===== config.mk =====
export PLATFORM = sky130hd
export DESIGN_NAME = phys_free_list
export DESIGN_NICKNAME = d
export VERILOG_FILES = /design/src/rtl/phys_free_list.sv
export SDC_FILE = /design/constraint.sdc
export NUM_CORES = 1
export LEC_CHECK = 0
export CORE_MARGIN = 5
export CORE_UTILIZATION = 58
export CTS_CLUSTER_SIZE = 8
export DETAILED_ROUTE_END_ITERATION = 16
export DONT_BUFFER_PORTS = 1
export HOLD_SLACK_MARGIN = 0.05
export PLACE_DENSITY = 0.72
export SLEW_MARGIN = 20
export SYNTH_ARGS = -nofsm -noshare
export SYNTH_HDL_FRONTEND = slang
export SYNTH_SLANG_ARGS = --single-unit

===== constraint.sdc =====
create_clock -name clk -period 2.8 [get_ports clk]
set_input_delay 0.56 -clock clk [delete_from_list [all_inputs] [get_ports clk]]
set_output_delay 0.56 -clock clk [all_outputs]
set_load 0.005 [all_outputs]

===== src/rtl/phys_free_list.sv =====
// Rename-stage free list of physical register indices: a circular buffer walked by
// alloc head, commit head and free tail, with flush recovery back to the commit head.
module phys_free_list #(
    parameter int s_index = 6,
    parameter int num_arch = 32,
    localparam int num_regs = 2 ** s_index,
    localparam int depth = num_regs - num_arch,
    localparam int iw = $clog2(depth),
    localparam int pw = iw + 1
) (
    input  logic               clk,
    input  logic               rst_n,
    input  logic               alloc_req,
    output logic               alloc_valid,
    output logic [s_index-1:0] alloc_preg,
    input  logic               commit_valid,
    input  logic [s_index-1:0] commit_old_preg,
    input  logic               flush,
    output logic [pw-1:0]      free_count
);

    // Handshake: a register is consumed only in a cycle where alloc_req and
    // alloc_valid are both high and flush is low; alloc_valid never depends on
    // alloc_req, so rename may look at it before deciding to request.

    logic [s_index-1:0] entries [depth];
    logic [pw-1:0]      ahead;
    logic [pw-1:0]      chead;
    logic [pw-1:0]      tail;

    logic               do_alloc;
    logic               do_free;
    logic [pw-1:0]      chead_next;

    always_comb begin
        free_count  = tail - ahead;
        alloc_valid = (free_count != '0);
        alloc_preg  = entries[ahead[iw-1:0]];
        do_alloc    = alloc_req && alloc_valid && !flush;
        // Physical 0 is the hardwired zero register and never re-enters the list.
        do_free     = commit_valid && (commit_old_preg != '0);
        chead_next  = chead + pw'(commit_valid);
    end

    always_ff @(posedge clk) begin
        if (!rst_n) begin
            for (int i = 0; i < depth; i++) begin
                entries[i] <= s_index'(num_arch + i);
            end
            ahead <= '0;
            chead <= '0;
            tail  <= pw'(depth);
        end else begin
            if (do_free) begin
                entries[tail[iw-1:0]] <= commit_old_preg;
                tail                  <= tail + pw'(1);
            end
            chead <= chead_next;
            // Flush rewinds speculative allocations, keeping this cycle's commit.
            if (flush) begin
                ahead <= chead_next;
            end else if (do_alloc) begin
                ahead <= ahead + pw'(1);
            end
        end
    end

endmodule

# After elaboration in Yosys (flattened, before gate mapping)

Memory sizes are Yosys's and may differ from the RTL's. A register that Yosys moved wholly into a read port is not among the register bits.
Index checks and enable logic that the tools add are counted.
Widths: inputs -> output; s select.

Output and inout port bits: 13
Input port bits: 11
Bits in writable memories: 192
Memories: 1
Register bits: 18

Memories:

| memory  | words | bits a word | read ports | clocked after memory_dff | wr ports | line | source |
|---|---|---|---|---|---|---|---|
| entries | 32    | 6           | 1          | 1                        | 32       | 26   | `logic [s_index-1:0] entries [depth];` |

$add $sub $neg: 4
Mux-type cells: 11
Reduce and logical (&&, ||, !) cells: 8

Operator list:

| kind                | number |
|---|---|
| $mux 6              | 3 |
| $mux 5              | 3 |
| $add 6x1->6 const B | 2 |
| $reduce_bool 6->1   | 2 |
| $add 6x1->6         | 1 |
| $reduce_or 6->1     | 1 |
| $sub 6x6->6         | 1 |
| $mux 1              | 5 |
| $logic_and 1x1->1   | 3 |
| $reduce_bool 2->1   | 1 |
| $logic_not 1->1     | 1 |

# Depth between registers and ports, before layout

Word-level depth: 8
Mapped depth: 10
Depth with buffers taken out: 10

# Worst setup path after synthesis

Ideal clock, no wire load.

Path type: register -> output
Start point: register with a tool-made name
End point: output alloc_preg[0]
Cell stages (with the launch flop): 5
Setup slack: 106 ps
Arrival time: 2134 ps
Cell sequence: dfxtp_1 buf_1 mux4_2 mux4_2 mux2_2

RTL lines:

| element   | line | source |
|---|---|---|
| to (decl) | 15   | `output logic [s_index-1:0] alloc_preg,` |

==> run summary <==
FF/Latch Area: 0.006236 mm²
Io pins: 24
Std-Cell Rows: 48
Clock buffer count from CTS: 30
HP Class: in -> reg
Crit path capture: alloc_preg[0]
Initial antenna violation count: 0
Worst Path Required: 2.24 ns
Period minus WS final: 3.138 ns
CTS sink cnt: 215
PwrDens: 655.4 mW/mm²
Clk buf depth: 3
Routability congestion estimate: 0.8420
Clk Tree Root Cell: clkbuf_16
Outcome: finished, violations left
Port bufs: 0
Final period util: 1.121
Failing checks: setup timing
Gr ovfl total: 0
Post-DP Area: 0.01053 mm²
Largest net degree at the start of global routing: 57
Filler Cell Count: 1180
Nets: 760
Mapped Cells: 738
CP Class: reg -> out
Ys Warns: 0
Synthesized net count: 762
Critical Path Sink Type: output pin
DIE AREA: 0.02037 mm²
First-pass GRT wire length: 36780 µm
Share of the synthesized area in the top cell type: 0.5642
Post-synth top area cell: edfxtp_1
First-pass DRT Iterations: 5
Design area: 0.01171 mm²
Global Route Usage Sum: 0.2377
P_sw: 0.001697 W
Reg2Reg Depth: 12
Initial Utilization: 0.5909
Startpoint Class: flop
Core region area: 0.01730 mm²
Final setup viols: 7
Mapped Avg Cell Area: 13.85 µm²
Max-cap viol count: 0
Largest cells by area after synthesis: edfxtp_1 (56%), mux4_2 (13%), or3_1 (5.6%), dfxtp_1 (4.5%), and2_1 (3.2%)
Register-to-register path setup slack: 0.08 ns
Dpl ws: -0.01461 ns
Post-route ant nets: 0
Vert. Die Dim: 142.7 µm
Vias per inst: 6.393
DRT iter0 DRCs: 686
CTS tree: built
Multi-input logic area: 0.003740 mm²
Clock transition at path regs: 0.05 ns
P&R area growth vs syn: 14.62%
Clock H-tree levels: 1
Worst-skew pair later-pin latency: 0.53 ns
Asr flop ratio synth: 0
Register area share after synthesis: 0.6092
Leak: 3.440 nW
Most numerous cell in the Yosys netlist: edfxtp_1
Final Non-Filler Cells: 985
Final hold vios: 0
Gate power share: 0.099
Post-synth EDFFs: 192
Unrepaired setup endpoints after global routing: true
Distinct cells, synth: 47
Placed cell count: 918
R2R Path End: ahead[5]
Die W: 142.7 µm
Post-synth top cells: edfxtp_1 (192), or3_1 (91), clkbuf_1 (67), mux4_2 (60), and2_1 (53)
Worst R2R Start: tail[0]
Number of synthesized register bits: 215
Flop pwr share: 0.468
Fin. max-slew vios: 0
VDD IR-drop max: 0.5815 mV
Clock power frac: 0.433
DR WL/cell: 24.25 µm
Clock skew: 0.01844 ns
FMAX: 318.7 MHz
Layout cells sized above 1: 0.2250
Internal Power: 0.005979 W
DRC Markers: 0
Dpl hpwl: 14690 µm
Syn Std Cell Area: 0.01022 mm²
Worst-margin pin slew: 1.113 ns
Switch share: 0.2211
Ant diodes: 0
Dominant synthesized flop cell: edfxtp_1
Vias in the first global route: 6392
Routed wire length: 23890 µm
Final WS setup: -0.3381 ns
DR vias: 6297
Critical path data arrival time: 2.58 ns
Crit path max fanout: 6
Rel. slew slack: 0.2499
[power groups by stage]
stage	Combinational, W	Sequential [W]	Clock [W]
after floorplan	0.000471	0.00363	0
after global placement	0.000616	0.00364	0
after detailed placement	0.000639	0.00365	0
after CTS	0.000722	0.00359	0.00336
after global routing	0.000813	0.00359	0.00353
final	0.000764	0.00359	0.00332
[worst min path at each step]
stage          startpoint       end  slack (ns)  cells past startpoint
3_3_place_gp     chead[5]  chead[5]        0.52                      2
5_1_grt             rst_n   tail[5]        0.12                      1
4_1_cts             rst_n   tail[5]        0.12                      1
2_1_floorplan     tail[5]   tail[5]        0.49                      2
6_report            rst_n   tail[5]        0.16                      1
3_5_place_dp     chead[5]  chead[5]        0.54                      2
[layer usage]
metal,part of all wire,vias up,wire (µm),track usage
li1,-,2815,-,-
met1,0.38,3162,9122,0.3288
met3,0.093,32,2230,0.04889
met2,0.50,288,12030,0.3912
met4,0.021,0,505,0.06203
met5,0,-,0,0
[layout make-up]
type / count / area share
multi-input cells: 431 / 0.3193
clock buffers: 56 / 0.07424
inverters: 15 / 0.004807
well taps: 225 / 0.02403
flip-flops and latches: 215 / 0.5324
repair buffers: 43 / 0.04529
[stage by stage]
step / power, W / setup TNS [ns] / util / hold WS [ns]
2_1_floorplan: 0.004105 / 0 / - / 0.4871
3_3_place_gp: 0.004261 / 0 / 0.6089 / 0.5239
3_5_place_dp: 0.004288 / -0.01461 / 0.6089 / 0.5440
4_1_cts: 0.007668 / -2.157 / 0.6712 / 0.1207
5_1_grt: 0.007936 / -2.549 / 0.6772 / 0.1188
6_report: 0.007677 / -2.141 / 0.6772 / 0.1573
[state kept, by name, indices dropped and copies added (netlist names), named ones only]
name     count
chead        6
ahead        6
entries    192
tail         6
[cell usage in the layout (no fill, tap or decap), types with 2 or more instances in the layout]
cell type  count
buf_6          2
dfxtp_1       17
nor2b_1        4
o21ai_0       36
nand3_1       11
inv_2          2
nand3b_1       3
xnor2_1        7
clkbuf_1      25
mux4_2        60
a221o_1        2
and2_1        53
or3_1         91
nor2_1        28
nor3_1        37
edfxtp_1     192
mux2_4         5
buf_16         2
clkbuf_16     33
a31oi_1        2
buf_4         27
or3b_2         2
o311a_1        3
xor2_1         4
buf_12        10
a21oi_1        5
dfxtp_2        5
nand2_1       34
nand4_1        3
inv_1         12
ha_1           9
ha_4           2
nor4_1         2
[worst max-delay path, stage by stage, from the launching register on]
cell and delay, ns:
dfxtp_4 0.42, buf_6 0.13, buf_12 0.13, mux4_2 0.54, mux4_2 0.51, mux2_2 0.31
[what timing repair did]
item,4_1_cts,5_1_grt
hold buffers,0,0
setup endpoints to repair,10,19
buffers inserted,2,5
cloned,3,2
pin swaps,1,5
gates resized for setup,21,11
[logic make-up after synthesis]
family	count (synthesis)	synth area share
DFF	215	0.6092
adders and majority gates	13	0.01665
muxes	68	0.1408
AOI/OAI and AO/OA	59	0.03636
xor gates and xnor gates	13	0.01114
and+or+nand+nor	278	0.1508
buffers and inverters	92	0.03501
Note: power is estimated with default switching activity, not from simulation.
